<file path="src/rtl/alu_issue_ctrl.sv">
// Issue controller for a shared combinational integer ALU: arbitrates two requesters,
// keeps one operation in flight (MUL held for MUL_LAT cycles), and presents one response.
module alu_issue_ctrl #(
  parameter int MUL_LAT = 3,
  parameter int TAG_W   = 4
) (
  input  logic             clk_i,
  input  logic             rsn_i,
  input  logic             req0_valid_i,
  output logic             req0_ready_o,
  input  logic [31:0]      req0_pc_i,
  input  logic [31:0]      req0_instr_i,
  input  logic [31:0]      req0_a_i,
  input  logic [31:0]      req0_b_i,
  input  logic [TAG_W-1:0] req0_tag_i,
  input  logic             req1_valid_i,
  output logic             req1_ready_o,
  input  logic [31:0]      req1_pc_i,
  input  logic [31:0]      req1_instr_i,
  input  logic [31:0]      req1_a_i,
  input  logic [31:0]      req1_b_i,
  input  logic [TAG_W-1:0] req1_tag_i,
  output logic [31:0]      alu_pc_o,
  output logic [31:0]      alu_instr_o,
  output logic [31:0]      alu_a_o,
  output logic [31:0]      alu_b_o,
  input  logic [31:0]      alu_result_i,
  input  logic             alu_illegal_i,
  output logic             rsp_valid_o,
  input  logic             rsp_ready_i,
  output logic [31:0]      rsp_data_o,
  output logic             rsp_illegal_o,
  output logic [TAG_W-1:0] rsp_tag_o,
  output logic             rsp_port_o,
  output logic [1:0]       dbg_state_o
);

  // Handshakes: a transfer happens in a cycle where valid and ready are both high;
  // ready never waits on anything but this block's own state, rsp_ready_i and the valids.
  typedef enum logic [1:0] {IDLE, EXEC, MUL_WAIT, HOLD} state_t;

  localparam logic [3:0] MUL_CNT_INIT = 4'(MUL_LAT - 1);

  state_t           state;
  logic [3:0]       mul_cnt;
  logic             last_grant;
  logic [TAG_W-1:0] op_tag;
  logic             op_port;

  logic             can_accept;
  logic             grant_port;
  logic             accept;
  logic [31:0]      sel_pc;
  logic [31:0]      sel_instr;
  logic [31:0]      sel_a;
  logic [31:0]      sel_b;
  logic [TAG_W-1:0] sel_tag;

  function automatic logic is_mul(input logic [31:0] instr);
    return (instr[6:0] == 7'b0110011) && (instr[14:12] == 3'b000) &&
           (instr[31:25] == 7'b0000001);
  endfunction

  always_comb begin
    can_accept = (state == IDLE) || ((state == HOLD) && rsp_ready_i);
    // With both valid the port that did not win last time gets the slot.
    if (req0_valid_i && req1_valid_i) grant_port = ~last_grant;
    else                              grant_port = req1_valid_i;
    accept = rsn_i && can_accept && (req0_valid_i || req1_valid_i);
  end

  always_comb begin
    if (grant_port) begin
      sel_pc    = req1_pc_i;
      sel_instr = req1_instr_i;
      sel_a     = req1_a_i;
      sel_b     = req1_b_i;
      sel_tag   = req1_tag_i;
    end else begin
      sel_pc    = req0_pc_i;
      sel_instr = req0_instr_i;
      sel_a     = req0_a_i;
      sel_b     = req0_b_i;
      sel_tag   = req0_tag_i;
    end
  end

  assign req0_ready_o = accept && !grant_port;
  assign req1_ready_o = accept && grant_port;
  assign dbg_state_o  = state;

  always_ff @(posedge clk_i or negedge rsn_i) begin
    if (!rsn_i) begin
      state         <= IDLE;
      mul_cnt       <= '0;
      last_grant    <= 1'b1;
      op_tag        <= '0;
      op_port       <= 1'b0;
      alu_pc_o      <= '0;
      alu_instr_o   <= '0;
      alu_a_o       <= '0;
      alu_b_o       <= '0;
      rsp_valid_o   <= 1'b0;
      rsp_data_o    <= '0;
      rsp_illegal_o <= 1'b0;
      rsp_tag_o     <= '0;
      rsp_port_o    <= 1'b0;
    end else begin
      case (state)
        IDLE, HOLD: begin
          if ((state == HOLD) && rsp_ready_i) begin
            rsp_valid_o <= 1'b0;
            state       <= IDLE;
          end
          // A new accept overrides the return to IDLE (back-to-back issue).
          if (accept) begin
            alu_pc_o    <= sel_pc;
            alu_instr_o <= sel_instr;
            alu_a_o     <= sel_a;
            alu_b_o     <= sel_b;
            op_tag      <= sel_tag;
            op_port     <= grant_port;
            last_grant  <= grant_port;
            if (is_mul(sel_instr)) begin
              state   <= MUL_WAIT;
              mul_cnt <= MUL_CNT_INIT;
            end else begin
              state <= EXEC;
            end
          end
        end
        EXEC: begin
          rsp_data_o    <= alu_result_i;
          rsp_illegal_o <= alu_illegal_i;
          rsp_tag_o     <= op_tag;
          rsp_port_o    <= op_port;
          rsp_valid_o   <= 1'b1;
          state         <= HOLD;
        end
        MUL_WAIT: begin
          if (mul_cnt == 4'd0) begin
            rsp_data_o    <= alu_result_i;
            rsp_illegal_o <= alu_illegal_i;
            rsp_tag_o     <= op_tag;
            rsp_port_o    <= op_port;
            rsp_valid_o   <= 1'b1;
            state         <= HOLD;
          end else begin
            mul_cnt <= mul_cnt - 4'd1;
          end
        end
        default: state <= IDLE;
      endcase
    end
  end

endmodule

</file>
<file path="config.mk">
export PLATFORM = sky130hd
export DESIGN_NAME = alu_issue_ctrl
export DESIGN_NICKNAME = d
export VERILOG_FILES = /design/src/rtl/alu_issue_ctrl.sv
export SDC_FILE = /design/constraint.sdc
export NUM_CORES = 1
export LEC_CHECK = 0
export ABC_AREA = 0
export ABC_CLOCK_PERIOD_IN_PS = 1750
export CORE_MARGIN = 2
export CORE_UTILIZATION = 25
export CTS_CLUSTER_DIAMETER = 60
export DETAILED_ROUTE_END_ITERATION = 12
export GPL_TIMING_DRIVEN = 0
export MAX_ROUTING_LAYER = met4
export PLACE_DENSITY = 0.59
export REMOVE_ABC_BUFFERS = 1
export SLEW_MARGIN = 20
export SYNTH_ARGS = -nofsm -noshare
export SYNTH_HDL_FRONTEND = slang
export SYNTH_SLANG_ARGS = --single-unit
</file>
<file path="constraint.sdc">
create_clock -name clk_i -period 1.75 [get_ports clk_i]
set_input_delay 0.2625 -clock clk_i [delete_from_list [all_inputs] [get_ports clk_i]]
set_output_delay 0.2625 -clock clk_i [all_outputs]
set_load 0.01 [all_outputs]
</file>
## Word level (Yosys, flattened, before mapping)

Index checks and enable logic that the tools add are counted.

| storage, ports and cells | value |
|---|---|
| output and inout bits | 171 |
| logic and storage cells | 75 |
| register bits after elaboration | 179 |

| operators by class | value |
|---|---|
| bitwise operators | 1 |
| equal/unequal tests | 11 |
| reductions and logical operators | 22 |
| mux-type cells | 26 |
| add/subtract/negate cells | 1 |

Operators by type and width:

| cell | number |
|---|---|
| two-way mux 32 bit | 5 |
| case mux 32 bit (2 select lines) | 1 |
| two-way mux 4 bit | 5 |
| case mux 4 bit (2 select lines) | 2 |
| inequality test 2 bit, second input constant | 5 |
| logical AND 1 bit | 8 |
| two-way mux 2 bit | 4 |
| AND reduction 2 bit | 4 |
| == test 7 x 1 -> 1 bit, second input constant | 1 |
| == test 7 x 6 -> 1 bit, second input constant | 1 |
| case mux 2 bit (3 select lines) | 1 |
| two-way mux 1 bit | 5 |
| == test 2 bit, second input constant | 2 |
| logical NOT 4 bit | 1 |
| case mux 1 bit (2 select lines) | 2 |
| AND reduction 4 bit | 1 |
| nonzero test 2 bit | 2 |
| subtractor 4 x 1 -> 4 bit, second input constant | 1 |
| logical NOT 3 bit | 1 |
| inequality test 3 bit, second input constant | 1 |
| case mux 1 bit (3 select lines) | 1 |
| == test 2 x 1 -> 1 bit, second input constant | 1 |
| logical NOT 2 bit | 1 |
| logical OR 1 bit | 2 |
| other kinds (3) | 3 |

## Logic depth before layout (Yosys ltp)

| logic depth | value |
|---|---|
| depth in word-level cells | 9 |
| depth in mapped cells | 9 |

## Worst setup path before layout

OpenSTA, ideal clock, no wires.

| timing | value |
|---|---|
| kind | register -> register |
| from | register state[0] (netlist: dbg_state_o[0]) |
| to | register rsp_data_o[21] |
| cell stages (with the launch flop) | 8 |
| period minus slack after synthesis | 1901 ps |
| data required time | 1625 ps |
| slack | -151 ps |
| arrival | 1776 ps |
| buffers on the path | 2 |
| cell sequence | dfrtp_1 > inv_1 > ha_1 > o21ai_2 > nand2_1 > buf_2 > buf_2 > mux2_2 |

| on the way | value |
|---|---|
| cells in the longest elaborated chain, start to end | 3 |
| elaborated cells between the ends (all ways) | 6 |

Ends and longest elaborated chain:

| element | RTL line | RTL |
|---|---|---|
| start: declaration | 44 | `state_t state;` |
| start signal: assignment | 94 | `state <= IDLE;` |
| start signal: assignment | 113 | `state <= IDLE;` |
| start signal: assignment | 125 | `state <= MUL_WAIT;` |
| == test 2 bit or == test 2 x 1 -> 1 bit (tied branches) | 109 | `case (state)` |
| inequality test 2 bit (no source line) or nonzero test 2 bit (tied branches) | - |  |
| AND reduction 2 bit (no source line) | - |  |
| end signal: assignment | 133 | `rsp_data_o <= alu_result_i;` |
| end signal: assignment | 142 | `rsp_data_o <= alu_result_i;` |
| end: declaration | 31 | `output logic [31:0] rsp_data_o,` |

Parallel ways exist; a longest one is shown, timed or not.
A chain may end at the register's enable or synchronous reset.

## Worst setup path in the final report

| timing | value |
|---|---|
| from | register state[1] (netlist: dbg_state_o[1]) |
| to | register alu_pc_o[5] |

| on the way | value |
|---|---|
| cells in the longest elaborated chain, start to end | 6 |
| elaborated cells between the ends (all ways) | 8 |

Ends and longest elaborated chain:

| element | RTL line | RTL |
|---|---|---|
| == test 2 bit | 65, 109 |  |
| logical AND 1 bit | 65 | `can_accept = (state == IDLE) \|\| ((state == HOLD) && rsp_ready_i);` |
| logical OR 1 bit | 65 |  |
| logical AND 1 bit (2 in series) | 69 | `accept = rsn_i && can_accept && (req0_valid_i \|\| req1_valid_i);` |
| AND reduction 2 bit (no source line) (*) | - |  |
| end signal: assignment | 117 | `alu_pc_o <= sel_pc;` |
| end: declaration | 23 | `output logic [31:0] alu_pc_o,` |

Mark *: on every way between the ends. The rest lies on a longest branch, timed or not.

==> results <==
layout make-up:
type | instances | area, um^2
inverters | 7 | 26.3
clock inverters | 6 | 116
well taps | 402 | 503
repair buffers | 556 | 6200
multi-input cells | 629 | 3970
flip-flops and latches | 179 | 4480
clock buffers | 26 | 499
fillers | 2885 | 15600
layer usage:
layer	track usage	vias up
li1	-	4007
met1	0.245	4123
met2	0.340	357
met3	0.0551	52
met4	0.0742	0
met5	-	-
critical path, stage by stage (launching register included):
cell      delay, ns
dfrtp_2        0.45
ha_4           0.17
and2_4         0.14
o221ai_4       0.19
nor2_4         0.07
buf_4          0.14
buf_12         0.13
buf_12         0.14
buf_16         0.15
buf_16         0.15
nor2_4         0.11
a31oi_4        0.04
repair_timing:
action	in CTS	in global routing
pin swaps	13	12
gates cloned	13	8
setup buffers	36	13
gates resized for setup	102	154
hold endpoints to repair	178	155
endpoints found under the setup margin	182	186
power by group through the flow:
stage	logic, W	registers, W	clock network (W)
2_1_floorplan	0.00390	0.00837	0
3_3_place_gp	0.0105	0.00745	0
3_5_place_dp	0.0114	0.00753	0
4_1_cts	0.0129	0.00760	0.00423
5_1_grt	0.0150	0.00815	0.00439
6_report	0.0140	0.00790	0.00413
placed cells by master (no fill, tap or decap), drive strengths merged, types with 2 or more instances in the layout:
master         instances
nor4b                  6
a21oi                  2
a31oi                132
dlymetal6s2s          12
nor2                 140
dfrtp                178
bufinv                 3
inv                    9
clkdlybuf4s50        453
nor3                   3
nand2                269
dlygate4sd2            4
clkbuf                36
o21ai                  9
bufbuf                 4
nand4                  2
a21bo                  3
nand3b                 2
nand3                  4
ha                     4
mux2                  41
buf                   73
path summary, 6_finish.rpt:
kind,start,end,slack [ns],cells past startpoint
max,dbg_state_o[1],alu_pc_o[5],-0.27,11
min,rsn_i,rsp_data_o[0],-0.39,1
max reg2reg,dbg_state_o[1],alu_pc_o[5],-0.27,11
min reg2reg,rsp_data_o[15],rsp_data_o[15],0.50,1
max in group asynchronous,rsn_i,alu_pc_o[30],1.43,2
min in group clk_i,req1_pc_i[20],alu_pc_o[20],0.36,3
metrics by stage:
| step | hold slack (ns) | cell area [um^2] |
|---|---|---|
| 3_3_place_gp | 0.487 | 12900 |
| 5_1_grt | -0.407 | 15800 |
| 6_report | -0.386 | 15800 |
| 4_1_cts | -0.407 | 15000 |
| 3_5_place_dp | 0.0812 | 13400 |
| 2_1_floorplan | -0.0331 | 7670 |
logic make-up (layout without fill, tap and decap cells):
| group | after synthesis | in the layout | synth area share |
|---|---|---|---|
| adders and majority gates | 4 | 4 | 0.00630 |
| muxes | 41 | 41 | 0.0582 |
| DFF | 179 | 179 | 0.564 |
| AOI/OAI and AO/OA | 150 | 152 | 0.121 |
| buffers and inverters | 70 | 595 | 0.0377 |
| and+or+nand+nor | 431 | 432 | 0.213 |
flip-flops by register name, summed over array words and instances, names as in the netlist:
name,count
alu_a_o,32
alu_b_o,32
alu_instr_o,32
alu_pc_o,32
dbg_state_o,2
last_grant,1
mul_cnt,4
op_port,1
op_tag,4
rsp_data_o,32
rsp_illegal_o,1
rsp_port_o,1
rsp_tag_o,4
rsp_valid_o,1
==> results.txt <==
----------------------------------------------------
[Finish]
  Utilization after layout ... 0.503
  Number of diodes ... 0
  Non-filler cells in the finished layout ... 1805
  Final-stage net count ... 1696
  Layout overhead on the synthesized area ... 99.1%
  Fraction of layout instances using a drive strength above 1 ... 0.207

[Power]
  Highest ir drop seen on vdd ... 0.000945 V
  Net switching power ... 0.00917 W
  Switching power share of the total ... 0.352
  Cell internal power dissipation ... 0.0169 W
  Power after layout ... 0.0260 W
  Clk network pwr share ... 0.159
  Standby leakage power ... 6.42 nW
  Logic pwr share ... 0.538
  Areal power density over the cells ... 1650 mW/mm^2
  Sequential Power Share ... 0.303

[Status]
  Violations in the final reports ... hold timing, setup timing
  Outcome ... finished, violations left

[Synth]
  Main synth FF type ... dfrtp_1
  Synthesis-stage register bit count ... 179
  Count of warnings emitted by yosys ... 0
  Post-synthesis instance total ... 875
  Mean post-synth cell area ... 9.07 um^2
  Library cell with the highest instance count after synthesis ... nand2_1
  Commonest cells in the synthesized netlist ... 269 x nand2_1, 178 x dfrtp_1, 139 x nor2_1, 132 x a31oi_1, 41 x mux2_2
  Post-synth top area cell ... dfrtp_1
  Distinct cell type count of the synthesized netlist ... 33
  Portion of the post-synthesis area used by sequential elements ... 0.564
  Fraction of registers with async set or reset after synthesis ... 1.00
  Count of flip-flops with a built-in enable after synthesis ... 0
  Ranking of synthesized cells by area ... dfrtp_1 56%, nand2_1 13%, a31oi_1 10%
  Area of the mapped netlist ... 0.00794 mm^2
  Fraction of synthesized cell area taken by the top area cell type ... 0.561

[Placement]
  HPWL after detailed placement ... 22700 um
  Placed cells ... 1705
  Placer Congestion ... 0.777
  Dpl ws ... -1.35 ns
  Count of input and output buffers ... 472

[Flow run]
  Max cap viols ... 0

[Floorplan]
  Cell Rows ... 65
  Die extent in y ... 182 um
  Horiz. Die Dim ... 182 um
  Total die area ... 0.0332 mm^2
  I/O Pins ... 473
  Initial Util ... 0.253
  Core footprint ... 0.0314 mm^2

[Timing]
  Final WS setup ... -0.274 ns
  Crit path time final ... 2.02 ns
  Setup tns final ... -23.21 ns
  RSZ-0062 raised after global routing ... true
  Max Clock Freq ... 0.494 GHz
  Final setup fails ... 119
  Slew Limit Fails ... 0
  Final worst-path cycle share ... 1.16
  Worst clock skew ... 0.0148 ns
  Worst slew margin ... 0.616
  Hold Vio Cnt, Final ... 178
  Slew of the pin with the lowest slew margin ... 0.576 ns
  Worst-case hold slack ... -0.386 ns

[Critical path]
  Critical path type ... flop to flop
  CP Capture Type ... flop
  Maximum fanout encountered on the critical timing path ... 7
  Kind of launch point of the worst setup path ... flop
  Data arrival time of the worst path ... 2.35 ns
  Critical Path RT ... 2.08 ns

[Clock network]
  Skew-Pair Late Insertion Delay ... 0.45 ns
  CTS tree ... done
  Clock Path Buffers ... 2
  Root buffer cell ... clkbuf_16
  Total number of H-tree levels ... 4
  Clock-pin slew on the worst setup and hold paths ... 0.07 ns
  Clk sinks ... 179
  Number of buffers created by CTS ... 17

[Global route]
  Overall global routing resource usage ... 0.207
  Antenna violations before repair ... 0
  GRT Residual Overflow ... 0
  Vias in the first global route ... 8620
  Global-route wire length before repair ... 50700 um
  Maximum number of pins on one net before global-route repair ... 91

[Routing]
  Detail-routed net length per standard cell ... 19.4 um
  Detailed Route Iter0 Violations ... 347
  Number of detailed-route iterations in the first pass ... 5
  Overall via count from detail_route ... 8539
  Post-detailed-route count of antenna-violating nets ... 0
  Remaining DRCs ... 0
  Met1 wire length ... 14500 um
  Total met2 wirelength after detailed routing ... 17200 um
  Highest metal layer with signal wires ... met4
  Detailed Route WL ... 35000 um
  WL met3 ... 2330 um
  Vias per Instance ... 4.73

[Hold path]
  Worst hold path class ... primary input to async pin

----------------------------------------------------
Note: power is estimated with default switching activity, not from simulation.
